$ cat src/rtl/inst_fetcher_pkg.sv
// Shared types and helpers for the instruction fetch stage.
//   IQ_DEPTH_DEF  : default instruction queue depth (power of two, >= 2)
//   fetch_state_t : fetch FSM encoding
//   iq_entry_t    : one queued instruction {pc, inst}
//   is_rvi()      : true when the low two bits mark a 32-bit instruction
//   align_pc()    : forces bit 0 of a redirect target to zero
package inst_fetcher_pkg;

  localparam int IQ_DEPTH_DEF = 4;

  typedef enum logic [1:0] {
    FS_IDLE,
    FS_WAIT,
    FS_DISCARD
  } fetch_state_t;

  typedef struct packed {
    logic [31:0] pc;
    logic [31:0] inst;
  } iq_entry_t;

  function automatic logic is_rvi(input logic [1:0] lo);
    return lo == 2'b11;
  endfunction

  function automatic logic [31:0] align_pc(input logic [31:0] pc);
    return {pc[31:1], 1'b0};
  endfunction

endpackage

$ cat src/rtl/inst_fetcher_if.sv
// Icache request/response bus between the fetch stage and the icache.
//   icache_req   : one-cycle request pulse (fetcher -> cache)
//   icache_addr  : halfword-aligned fetch address (fetcher -> cache)
//   icache_valid : response valid, one or more cycles after the request
//   icache_data  : 32 bits starting at the requested address
interface inst_fetcher_if;
  logic        icache_req;
  logic [31:0] icache_addr;
  logic        icache_valid;
  logic [31:0] icache_data;

  modport master (output icache_req, icache_addr, input icache_valid, icache_data);
  modport slave  (input icache_req, icache_addr, output icache_valid, icache_data);
endinterface

$ cat src/rtl/inst_fetcher_queue.sv
// In-order circular FIFO of fetched instructions.
//   clk_in, rst_in : clock, async active-low reset
//   push/pop/flush : enqueue push_entry, drop head, empty the queue (flush wins)
//   head           : entry at the read pointer
//   second_pc      : pc of the entry behind the head (valid when count > 1)
//   count          : number of valid entries
// The caller never pushes when full nor pops when empty.
module inst_queue
  import inst_fetcher_pkg::*;
#(
  parameter int DEPTH = IQ_DEPTH_DEF
) (
  input  logic                     clk_in,
  input  logic                     rst_in,
  input  logic                     push,
  input  logic                     pop,
  input  logic                     flush,
  input  iq_entry_t                push_entry,
  output iq_entry_t                head,
  output logic [31:0]              second_pc,
  output logic [$clog2(DEPTH):0]   count
);
  localparam int IQ_BIT = $clog2(DEPTH);
  localparam int CW     = IQ_BIT + 1;

  iq_entry_t          mem [DEPTH];
  logic [IQ_BIT-1:0]  rd_ptr;
  logic [IQ_BIT-1:0]  wr_ptr;
  logic [IQ_BIT-1:0]  rd_next;

  assign rd_next   = rd_ptr + 1'b1;
  assign head      = mem[rd_ptr];
  assign second_pc = mem[rd_next].pc;

  always_ff @(posedge clk_in or negedge rst_in) begin
    if (!rst_in) begin
      rd_ptr <= '0;
      wr_ptr <= '0;
      count  <= '0;
    end else if (flush) begin
      rd_ptr <= '0;
      wr_ptr <= '0;
      count  <= '0;
    end else begin
      if (push) wr_ptr <= wr_ptr + 1'b1;
      if (pop)  rd_ptr <= rd_next;
      count <= count + CW'(push) - CW'(pop);
    end
  end

  // Payload storage needs no reset: count gates every read.
  always_ff @(posedge clk_in) begin
    if (push && !flush) mem[wr_ptr] <= push_entry;
  end

endmodule

$ cat src/rtl/inst_fetcher.sv
// Sequential instruction fetch stage feeding the RVC decoder.
//   clk_in, rst_in     : clock, async active-low reset
//   rdy_in             : global ready; low freezes state (responses go to a skid)
//   wrong_predicted    : ROB flush, redirect to correct_pc
//   issue_signal       : decoder consumed the head; next_pc is its predicted successor
//   jalr_stall         : decoder hold (head is held regardless)
//   start_decode, inst, inst_addr : head of the instruction queue
//   icache             : request/response bus (master side)
//
// state      | meaning
// FS_IDLE    | no request outstanding
// FS_WAIT    | request outstanding, response will be queued
// FS_DISCARD | request outstanding, response is stale and will be dropped
module inst_fetcher
  import inst_fetcher_pkg::*;
#(
  parameter int          IQ_DEPTH = IQ_DEPTH_DEF,
  parameter logic [31:0] RESET_PC = 32'h0
) (
  input  logic           clk_in,
  input  logic           rst_in,
  input  logic           rdy_in,
  input  logic           wrong_predicted,
  input  logic [31:0]    correct_pc,
  input  logic           issue_signal,
  input  logic [31:0]    next_pc,
  input  logic           jalr_stall,
  output logic           start_decode,
  output logic [31:0]    inst,
  output logic [31:0]    inst_addr,
  inst_fetcher_if.master icache
);
  localparam int CW = $clog2(IQ_DEPTH) + 1;

  fetch_state_t state;
  logic [31:0]  fetch_pc;
  logic         hold_valid;
  logic [31:0]  hold_data;
  logic         req_q;
  logic [31:0]  addr_q;

  iq_entry_t    head;
  iq_entry_t    push_entry;
  logic [31:0]  second_pc;
  logic [CW-1:0] count;

  logic         resp, pop, mispredict, redirect, push, can_req;
  logic [31:0]  resp_data, expect_pc, next_al, correct_al, redirect_pc;
  logic         unused_ok;

  // The decoder already holds the head by not issuing; the stall flag adds nothing here.
  assign unused_ok = jalr_stall;

  assign next_al    = align_pc(next_pc);
  assign correct_al = align_pc(correct_pc);

  always_comb begin
    resp_data   = hold_valid ? hold_data : icache.icache_data;
    resp        = rdy_in && (state != FS_IDLE) && (hold_valid || icache.icache_valid);
    pop         = rdy_in && !wrong_predicted && issue_signal && (count != '0);
    // Successor of the popped head: the next queued pc, or where fetch will continue.
    expect_pc   = (count > CW'(1)) ? second_pc : fetch_pc;
    mispredict  = pop && (next_al != expect_pc);
    redirect    = rdy_in && (wrong_predicted || mispredict);
    redirect_pc = wrong_predicted ? correct_al : next_al;
    push        = resp && !redirect && (state == FS_WAIT);
    // A request reserves the slot its response will fill.
    can_req     = rdy_in && !redirect && (state == FS_IDLE) && (count < CW'(IQ_DEPTH));
    push_entry.pc   = fetch_pc;
    push_entry.inst = is_rvi(resp_data[1:0]) ? resp_data : {16'h0, resp_data[15:0]};
  end

  inst_queue #(.DEPTH(IQ_DEPTH)) u_queue (
    .clk_in     (clk_in),
    .rst_in     (rst_in),
    .push       (push),
    .pop        (pop),
    .flush      (redirect),
    .push_entry (push_entry),
    .head       (head),
    .second_pc  (second_pc),
    .count      (count)
  );

  always_ff @(posedge clk_in or negedge rst_in) begin
    if (!rst_in) begin
      state      <= FS_IDLE;
      fetch_pc   <= RESET_PC;
      hold_valid <= 1'b0;
      hold_data  <= '0;
      req_q      <= 1'b0;
      addr_q     <= '0;
    end else begin
      req_q <= 1'b0;
      if (!rdy_in) begin
        if (icache.icache_valid && state != FS_IDLE) begin
          hold_valid <= 1'b1;
          hold_data  <= icache.icache_data;
        end
      end else begin
        hold_valid <= 1'b0;
        if (redirect) begin
          fetch_pc <= redirect_pc;
          state    <= (state != FS_IDLE && !resp) ? FS_DISCARD : FS_IDLE;
        end else if (resp) begin
          state <= FS_IDLE;
          if (state == FS_WAIT)
            fetch_pc <= fetch_pc + (is_rvi(resp_data[1:0]) ? 32'd4 : 32'd2);
        end else if (can_req) begin
          req_q  <= 1'b1;
          addr_q <= fetch_pc;
          state  <= FS_WAIT;
        end
      end
    end
  end

  assign icache.icache_req  = req_q;
  assign icache.icache_addr = addr_q;

  assign start_decode = (count != '0);
  assign inst         = head.inst;
  assign inst_addr    = head.pc;

endmodule

$ cat src/flat_wrapper.sv
// flat-port wrapper written by rule: the top's interface ports become plain ports
module inst_fetcher_flat import inst_fetcher_pkg::*;
#(
  parameter int          IQ_DEPTH = IQ_DEPTH_DEF,
  parameter logic [31:0] RESET_PC = 32'h0
)
  (clk_in, rst_in, rdy_in, wrong_predicted, correct_pc, issue_signal, next_pc, jalr_stall, start_decode, inst, inst_addr, icache_icache_req, icache_icache_addr, icache_icache_valid, icache_icache_data);
  inst_fetcher_if icache_i ();
  input  logic clk_in;
  input  logic rst_in;
  input  logic rdy_in;
  input  logic wrong_predicted;
  input  logic [31:0] correct_pc;
  input  logic issue_signal;
  input  logic [31:0] next_pc;
  input  logic jalr_stall;
  output logic start_decode;
  output logic [31:0] inst;
  output logic [31:0] inst_addr;
  output wire logic [$bits(icache_i.icache_req)-1:0] icache_icache_req;
  output wire logic [$bits(icache_i.icache_addr)-1:0] icache_icache_addr;
  input wire logic [$bits(icache_i.icache_valid)-1:0] icache_icache_valid;
  input wire logic [$bits(icache_i.icache_data)-1:0] icache_icache_data;
  assign icache_icache_req = icache_i.icache_req;
  assign icache_icache_addr = icache_i.icache_addr;
  assign icache_i.icache_valid = icache_icache_valid;
  assign icache_i.icache_data = icache_icache_data;
  inst_fetcher #(.IQ_DEPTH(IQ_DEPTH), .RESET_PC(RESET_PC)) u_core (.clk_in(clk_in), .rst_in(rst_in), .rdy_in(rdy_in), .wrong_predicted(wrong_predicted), .correct_pc(correct_pc), .issue_signal(issue_signal), .next_pc(next_pc), .jalr_stall(jalr_stall), .start_decode(start_decode), .inst(inst), .inst_addr(inst_addr), .icache(icache_i));
endmodule
$ cat config.mk
export PLATFORM = sky130hd
export DESIGN_NAME = inst_fetcher_flat
export DESIGN_NICKNAME = d
export VERILOG_FILES = /design/src/rtl/inst_fetcher_pkg.sv /design/src/rtl/inst_fetcher_if.sv /design/src/rtl/inst_fetcher_queue.sv /design/src/rtl/inst_fetcher.sv /design/src/flat_wrapper.sv
export SDC_FILE = /design/constraint.sdc
export NUM_CORES = 1
export LEC_CHECK = 0
export CAP_MARGIN = 25
export CORE_UTILIZATION = 55
export DETAILED_ROUTE_END_ITERATION = 10
export PLACE_DENSITY = 0.81
export SLEW_MARGIN = 25
export SYNTH_ARGS = -nofsm -noshare
export SYNTH_HDL_FRONTEND = slang
export SYNTH_SLANG_ARGS = --single-unit
$ cat constraint.sdc
create_clock -name clk_in -period 10.3 [get_ports clk_in]
set_input_delay 2.06 -clock clk_in [delete_from_list [all_inputs] [get_ports clk_in]]
set_output_delay 2.06 -clock clk_in [all_outputs]
set_load 0.1 [all_outputs]
== After elaboration in Yosys (flattened, before gate mapping) ==
Memory sizes are Yosys's and may differ from the RTL's.
Cells that the tools add are included.
Storage, ports and cells
  bits in registers: 107
  bits in latches: 0
  bits in writable memories: 256
  ROM bits: 0
  memories: 1
Cells by class
  add/sub/neg operators: 5
  multiply operators: 0
  div/mod/pow operators: 0
  $lt $le $gt $ge: 2
  equality and inequality tests: 3
  shifts and indexed selects: 0
  multiplexer cells: 25
  bitwise operators: 3
  reductions and logical operators: 33
Memory list
  u_core.u_queue.mem: depth 4, bits a word 64, rd ports 2, clocked after Yosys merged registers in 0, write ports 1, line inst_fetcher_queue.sv:26  | iq_entry_t mem [DEPTH];
Operator list (number)
  $mux W32: 7
  $add A32 B32 Y32: 1
  $ne A32 B32 Y1: 1
  $mux W2: 8
  $logic_and A1 B1 Y1: 15
  $reduce_bool A2 Y1: 6
  $mux W1: 8
  $mux W3: 2
  $reduce_bool A3 Y1: 2
  $add A2 B1 Y2 const B: 2
  $reduce_and A2 Y1: 2
  $reduce_and A4 Y1: 1
  $add A3 B1 Y3: 1
  $gt A3 B1 Y1 const B: 1
  $logic_not A1 Y1: 3
  $lt A3 B3 Y1 const B: 1
  $not A1 Y1: 3
  $reduce_and A3 Y1: 1
  $sub A3 B1 Y3: 1
  $eq A2 B1 Y1 const B: 1
  $eq A2 B2 Y1 const B: 1
  $logic_not A2 Y1: 1
  $logic_or A1 B1 Y1: 2

== Logic depth before layout (Yosys ltp) ==
Gate-level depths: netlist of run 1.
  depth in word-level cells: 15
  depth in mapped cells: 19

== By module ==
From an unflattened synthesis of run 1, not the netlist that was laid out.
Unflattened totals
  cell total of the unflattened synthesis: 951
  area, all modules: 16473.3 sq um
Modules (own cells, without submodules)
  inst_queue: times used 1, cells an instance 411, area each 10492.6 sq um, seq. area each 7862.5 sq um
  inst_fetcher: times used 1, cells an instance 540, area each 5980.7 sq um, seq. area each 2452.4 sq um

== Worst setup path after synthesis of run 1 ==
Ideal clock, no wire load.
  kind: in2reg
  from: input port next_pc[3]
  to: memory u_core.u_queue.mem[0][0] in the netlist's numbering, enable pin
  arrival time: 5.203 ns
  data required time: 9.872 ns
  setup slack: 4.669 ns
  stages on the path: 7
  path through: xor2_1 > or4_1 > o31ai_1 > o211a_1 > nand4b_1 > a211oi_2 > and2_1
On the way
  cells in the longest elaborated chain, start to end: 10
Ends and longest elaborated chain
  start, declared: line flat_wrapper.sv:15  | input logic [31:0] next_pc;
  $ne A32 B32 Y1 (*): line inst_fetcher.sv:63  | mispredict = pop && (next_al != expect_pc);
  $logic_and A1 B1 Y1 (*): line inst_fetcher.sv:63
  $logic_or A1 B1 Y1 (*): line inst_fetcher.sv:64  | redirect = rdy_in && (wrong_predicted || mispredict);
  $logic_and A1 B1 Y1 (*): line inst_fetcher.sv:64
  $logic_not A1 Y1 (*): line inst_fetcher_queue.sv:53, inst_fetcher.sv:66
  $logic_and A1 B1 Y1 (2 in a row): line inst_fetcher.sv:66  | push = resp && !redirect && (state == FS_WAIT);
  $logic_and A1 B1 Y1 (*): line inst_fetcher_queue.sv:53  | if (push && !flush) mem[wr_ptr] <= push_entry;
  $mux W1 (*): line inst_fetcher_queue.sv:53
  $mux W1 (implied by the code) (*): line inst_fetcher_queue.sv:53
  end, declared: line inst_fetcher_queue.sv:26
Every way passes the cells marked *; elsewhere a longest branch is shown, timed or not.

== Worst setup path after layout of run 1 ==
  from: register u_core.u_queue.rd_ptr[0]
  to: output port inst[28]
On the way
  cells in the longest elaborated chain, start to end: 1
Ends and longest elaborated chain
  start, declared: line inst_fetcher_queue.sv:27  | logic [IQ_BIT-1:0] rd_ptr;
  start signal, assigned: line inst_fetcher_queue.sv:46  | if (pop) rd_ptr <= rd_next;
  $mem_v2 Z4 W64
  end, declared: line flat_wrapper.sv:18  | output logic [31:0] inst;
Every way passes these cells.

==> flow_summary.json, run 1 <==
{
  "max_freq_ghz": 0.165,
  "finalPower_mw": 5.56,
  "yosysTopAreaCell": "edfxtp_1",
  "pwr-share-seq_pct": 35.7,
  "start_util_pct": 56.5,
  "fillers": 1984,
  "combPwrFrac_pct": 41.8,
  "clk_path_buf_depth": 3,
  "startpoint_type": "flip-flop",
  "synthTopCellsByCount": "edfxtp_1 (252), dfrtp_1 (105), mux4_2 (90), mux2i_1 (79), nor2_1 (56)",
  "timing.max_cap.violations": 0,
  "synth_top_family_by_area": "multiplexers",
  "required_ns": 8.24,
  "grt_pass1_wl_um": 58700,
  "clkLatencyLatePin_ns": 0.54,
  "min_path_cells": 1,
  "seq_area_um2": 10200,
  "power.switching_mw": 2.31,
  "hold_violations": 0,
  "grt_max_degree": 73,
  "dieWidth_um": 175,
  "ir_drop_uv": 196,
  "grt_pass1_vias": 10100,
  "place_inst": 1519,
  "worstRegToRegCells": 15,
  "crit_family": "buffers and inverters",
  "ys_async_sr_fraction_pct": 29.4,
  "yosysWarningCount": 0,
  "synth_area_leaders": "edfxtp_1 (46%), dfrtp_1 (16%), mux4_2 (12%)",
  "synth_top_area_share_pct": 46.2,
  "post-cts-setup-buffers": 0,
  "cp_max_fo": 64,
  "slew_violations": 0,
  "final_nets": 1291,
  "synth_compound_area_share_pct": 2.77,
  "drive_above_1_share_pct": 21.1,
  "p_leak_nw": 6.90,
  "core_um2": 29000,
  "routedWlPerCell_um": 23.8,
  "synthCells": 986,
  "fin_setup_tns_ns": 0,
  "stdcell_count": 1591,
  "io_pins": 201,
  "cts.sinks": 357,
  "gr-total-overflow": 0,
  "crit_slowest_cell": "clkdlybuf4s50_1",
  "htreeDepth": 2,
  "dr.pass1.iters": 5,
  "hp-class": "reg2reg",
  "grt_usage_pct": 25.4,
  "place.gp.congestion": 0.943,
  "antenna_found_initial": 3,
  "path_depth": 3,
  "final_area_um2": 19900,
  "final_antenna_net_count": 0,
  "clockRootBuffer": "clkbuf_16",
  "seq_area_frac_synth_pct": 62.2,
  "p_int_mw": 3.24,
  "synth.cell_area_um2": 16400,
  "finalSetupViolCount": 0,
  "portBuffers": 195,
  "synthDistinctLibCells": 62,
  "synth_mux_area_share_pct": 23.3,
  "viasPerCell": 6.12,
  "clock_power_share_pct": 22.5,
  "ys.flop_type": "edfxtp_1",
  "fin_skew_ns": 0.0292,
  "drc_errors": 0,
  "cts_hold_buf": 0,
  "avgSynthCellArea_um2": 16.6,
  "routed_wl_um": 37800,
  "crit_buf_inv": 2,
  "relSlewSlack_pct": 25.8,
  "detail_route.iter0.violations": 1046,
  "fin_crit_ns": 6.07,
  "synth-xor-area-share_pct": 3.53,
  "die_h_um": 175,
  "synthSimpleGateAreaFrac_pct": 4.83,
  "die_area_um2": 30500,
  "multi_input_area_um2": 5830,
  "grt_setup_unrepaired": "no",
  "cts_made_buffers": 36,
  "synthAdderAreaFrac_pct": 0.931,
  "cpPeakStageDelay_ns": 0.99,
  "synth_edf_count": 252,
  "syn2layout_area_growth_pct": 21.1,
  "cp-end-kind": "primary output",
  "placed_cell_area_um2": 18600,
  "cts.clk_slew.worst_paths_ns": 0.07,
  "layout_worst_path_cycle_share_pct": 58.9,
  "fin_util_pct": 68.4,
  "dpl.hpwl_um": 23300,
  "synth_seq_cells": 357,
  "crit_chain": "buf_4, mux4_2, clkdlybuf4s50_1",
  "cts_tree": "done",
  "tightest_slew_ns": 1.11,
  "crit_arrival_ns": 4.01,
  "vias": 9733,
  "crit_type": "reg2out",
  "status": "complete, no violations",
  "p_sw_share_pct": 41.6,
  "power_density_nw_per_um2": 280,
  "cts-resized-gates": 0,
  "synth.most_common_cell": "edfxtp_1",
  "rows": 62
}
## layer usage
layer  global-route usage [%]  wire length (µm)
met5                        0                13
met4                     8.30               964
met3                     5.61              2930
met2                     41.6             18600
met1                     34.1             15400
## sequential cells by signal (all words and copies together) (netlist names)
| name | flops |
|---|---|
| u_core.u_queue.wr_ptr | 2 |
| u_core.hold_valid | 1 |
| u_core.u_queue.mem | 252 |
| u_core.icache.icache_req | 1 |
| u_core.hold_data | 32 |
| u_core.u_queue.count | 3 |
| u_core.icache.icache_addr | 31 |
| u_core.fetch_pc | 31 |
| u_core.u_queue.rd_ptr | 2 |
| u_core.state | 2 |
## layout by cell type (no fill, tap or decap), types with 5 or more instances in the layout
master	n
nor4_1	7
nor3_1	5
mux4_2	90
o22ai_1	5
buf_4	10
clkdlybuf4s50_1	193
nand3_1	17
dfrtp_1	102
o21ai_0	7
clkbuf_16	37
inv_1	24
mux2_2	51
nand4_1	10
nor2_1	56
xor2_1	13
a21oi_1	25
nand2_1	20
clkinv_2	12
mux2_4	29
ha_1	9
and3_1	5
mux2i_1	79
xnor2_1	53
edfxtp_1	252
clkinv_1	6
nor2b_1	6
## worst register-to-register path: stages (launching register included)
cell      delay (ns)
dfrtp_4         0.90
buf_4           0.89
mux4_2          0.47
xnor2_1         0.36
nand4_1         0.27
o32ai_1         0.48
nand4b_1        0.28
a211oi_2        0.52
inv_1           0.10
ha_1            0.28
inv_1           0.05
ha_1            0.13
inv_1           0.05
fa_1            0.37
xnor2_1         0.15
nor2_1          0.05
## cell families (layout without fill, tap and decap cells)
| logic type | count (synthesis) | count (layout) |
|---|---|---|
| other | 1 | 5 |
| XOR/XNOR | 66 | 66 |
| buffers and inverters | 81 | 298 |
| multiplexers | 249 | 249 |
| AO/OA/AOI/OAI | 67 | 67 |
| AND/OR/NAND/NOR | 154 | 154 |
| flip-flops | 357 | 357 |
| adder cells (fa/ha/maj) | 11 | 11 |
## metrics by stage
| stage | hold slack, ns | worst slack, ns |
|---|---|---|
| detailed placement | 0.490 | 4.26 |
| global placement | 0.483 | 4.28 |
| finish | 0.503 | 4.23 |
| global route | 0.514 | 4.08 |
| floorplan | 0.474 | 4.67 |
| CTS | 0.505 | 4.15 |
## power groups by stage
stage	logic [mW]	registers, mW	clock network, mW
final	2.32	1.99	1.25
after global routing	2.42	2.01	1.32
after CTS	2.32	1.98	1.27
after detailed placement	2.31	2.01	0
after global placement	2.29	2.00	0
after floorplan	1.39	2.36	0
## cell type report
type | instances | area share (%)
sequential | 357 | 51.4
timing repair buffer | 209 | 10.7
tap | 384 | 2.42
inverter | 24 | 0.454
antenna | 3 | 0.0378
clock inverter | 24 | 0.882
multi-input combinational | 549 | 29.4
clock buffer | 41 | 4.74
## path summary, 6_finish.rpt
kind | start | endpoint | slack (ns)
hold reg to reg | u_core.hold_data[15] | u_core.hold_data[15] | 0.50
setup reg to reg | u_core.u_queue.rd_ptr[0] | u_core.u_queue.count[2] | 4.81
hold / removal | u_core.hold_data[15] | u_core.hold_data[15] | 0.50
min in group asynchronous | rst_in | u_core.hold_data[5] | 1.50
max in group asynchronous | rst_in | u_core.u_queue.rd_ptr[1] | 7.65
setup / recovery | u_core.u_queue.rd_ptr[0] | inst[28] | 4.23
(Power assumes the default switching activity.)
==> inputs of run 2 (changes only) <==
==> constraint.sdc (replaced) <==
create_clock -name clk_in -period 5.8 [get_ports clk_in]
set_input_delay 1.16 -clock clk_in [delete_from_list [all_inputs] [get_ports clk_in]]
set_output_delay 1.16 -clock clk_in [all_outputs]
set_load 0.1 [all_outputs]
==> run 2 against run 1 <==
Effect of this change: final cell count rose by 0.94%; sequential power rose by 77%; global-route usage fell by 0.059 points; routed wire length barely moved; utilization rose by 0.57 points; largest cell class unchanged; highest routed layer is now met4.
==> flow_summary.json, run 2 (same netlist as run 1, synthesis figures left out) <==
{
  "detail_route.iter0.violations": 922,
  "regMostFlops": "u_core.u_queue.mem",
  "required_ns": 6.20,
  "final_antenna_net_count": 0,
  "post-place-ws_ns": 0.766,
  "gr-total-overflow": 0,
  "post-cts-setup-buffers": 0,
  "power_density_nw_per_um2": 500,
  "core_um2": 29000,
  "grt_usage_pct": 25.4,
  "final_area_um2": 20000,
  "p_int_mw": 5.87,
  "max_freq_ghz": 0.205,
  "grt_pass1_wl_um": 58800,
  "grt_pass1_vias": 9870,
  "fin_skew_ns": 0.0328,
  "pwr-share-seq_pct": 35.4,
  "path_depth": 14,
  "status": "complete, no violations",
  "fin_crit_ns": 4.87,
  "clock_power_share_pct": 23.2,
  "hold_violations": 0,
  "cpPeakStageDelay_ns": 0.98,
  "drc_errors": 0,
  "cts.sinks": 357,
  "finalSetupViolCount": 0,
  "final_nets": 1307,
  "cts.clk_slew.worst_paths_ns": 0.07,
  "p_leak_nw": 7.01,
  "fin_setup_tns_ns": 0,
  "slew_violations": 0,
  "timing.max_cap.violations": 0,
  "portBuffers": 195,
  "cts_hold_buf": 0,
  "cts-resized-gates": 0,
  "crit_slowest_cell": "dfrtp_4",
  "crit_chain": "mux4_2, xnor2_1, nand4_1, o32ai_1, nand4b_1, a211oi_2, inv_1, ha_1, inv_1, ha_1, inv_1, fa_1, xnor2_1, nor2_1",
  "startpoint_type": "flip-flop",
  "cts_tree": "done",
  "htreeDepth": 2,
  "rrSetupSlack_ns": 0.93,
  "crit_path_frequent_cell": "inv_1",
  "clk_path_buf_depth": 3,
  "vias": 9705,
  "grt_max_degree": 69,
  "place.gp.congestion": 1.00,
  "cts_made_buffers": 37,
  "dr.pass1.iters": 5,
  "antenna_found_initial": 0,
  "dpl.hpwl_um": 24800,
  "power.switching_mw": 4.13,
  "cp_max_fo": 42,
  "clkLatencyLatePin_ns": 0.54,
  "stdcell_count": 1606,
  "die_area_um2": 30500,
  "final_common_cell": "edfxtp_1",
  "syn2layout_area_growth_pct": 22.1,
  "die_h_um": 175,
  "crit_type": "reg2reg",
  "ir_drop_uv": 370,
  "fin_util_pct": 69.0,
  "relSlewSlack_pct": 28.2,
  "setup_ws_ns": 0.926,
  "combPwrFrac_pct": 41.4,
  "hp-class": "reg2reg",
  "rows": 62,
  "largest_register_ffs": 252,
  "largestRegisters": "u_core.u_queue.mem (252), u_core.hold_data (32)",
  "cp-end-kind": "flip-flop",
  "place_inst": 1538,
  "crit_buf_inv": 3,
  "layout_common_cells": "edfxtp_1 (252), clkdlybuf4s50_1 (193), dfrtp_1 (102)",
  "tightest_slew_ns": 1.07,
  "drive_above_1_share_pct": 22.0,
  "io_pins": 201,
  "clockRootBuffer": "clkbuf_16",
  "antenna_cells": 0,
  "layout_worst_path_cycle_share_pct": 84.0,
  "viasPerCell": 6.04,
  "routedWlPerCell_um": 23.5,
  "worstRegToRegCells": 14,
  "crit_family": "compound AO/OA/AOI/OAI gates",
  "grt_setup_unrepaired": "no",
  "p_sw_share_pct": 41.3,
  "start_util_pct": 56.5,
  "placed_cell_area_um2": 18800,
  "routed_wl_um": 37800,
  "crit_arrival_ns": 5.28,
  "dieWidth_um": 175,
  "min_path_cells": 1
}
==> run 2: power by group through the flow <==
stage	combinational, mW	clock [mW]	sequential (mW)
after CTS	4.16	2.36	3.53
after floorplan	2.48	0	4.20
after global placement	4.10	0	3.55
after detailed placement	4.14	0	3.58
after global routing	4.30	2.46	3.58
final	4.14	2.32	3.53
==> run 2: area by class of cell <==
type	instances	area (µm²)
repair buffers	224	2220
flip-flops and latches	357	10200
well taps	384	480
inverters	24	90.1
clock inverters	22	218
fillers	1973	9000
clock buffers	46	980
multi-input cells	549	5830
==> run 2: path summary, 6_finish.rpt <==
| path | start | to |
|---|---|---|
| setup / recovery | u_core.u_queue.rd_ptr[1] | u_core.u_queue.count[2] |
| hold / removal | u_core.hold_data[13] | u_core.hold_data[13] |
| setup reg to reg | u_core.u_queue.rd_ptr[1] | u_core.u_queue.count[2] |
| hold reg to reg | u_core.hold_data[13] | u_core.hold_data[13] |
| max in group asynchronous | rst_in | u_core.icache.icache_addr[26] |
| min in group asynchronous | rst_in | u_core.icache.icache_addr[8] |
==> run 2: routing by layer <==
metal  wire length (µm)  vias up  track usage (%)
met5                  0        -                0
met4                921        0             7.50
met3               2740       62             4.83
met2              18600      424             41.0
met1              15600     4963             35.3
li1                   -     4256                -
==> run 2: stage by stage <==
step | power (mW) | hold WS, ns
floorplan | 6.68 | 0.474
global placement | 7.65 | 0.484
detailed placement | 7.71 | 0.491
CTS | 10.0 | 0.506
global route | 10.3 | 0.514
finish | 10.0 | 0.502
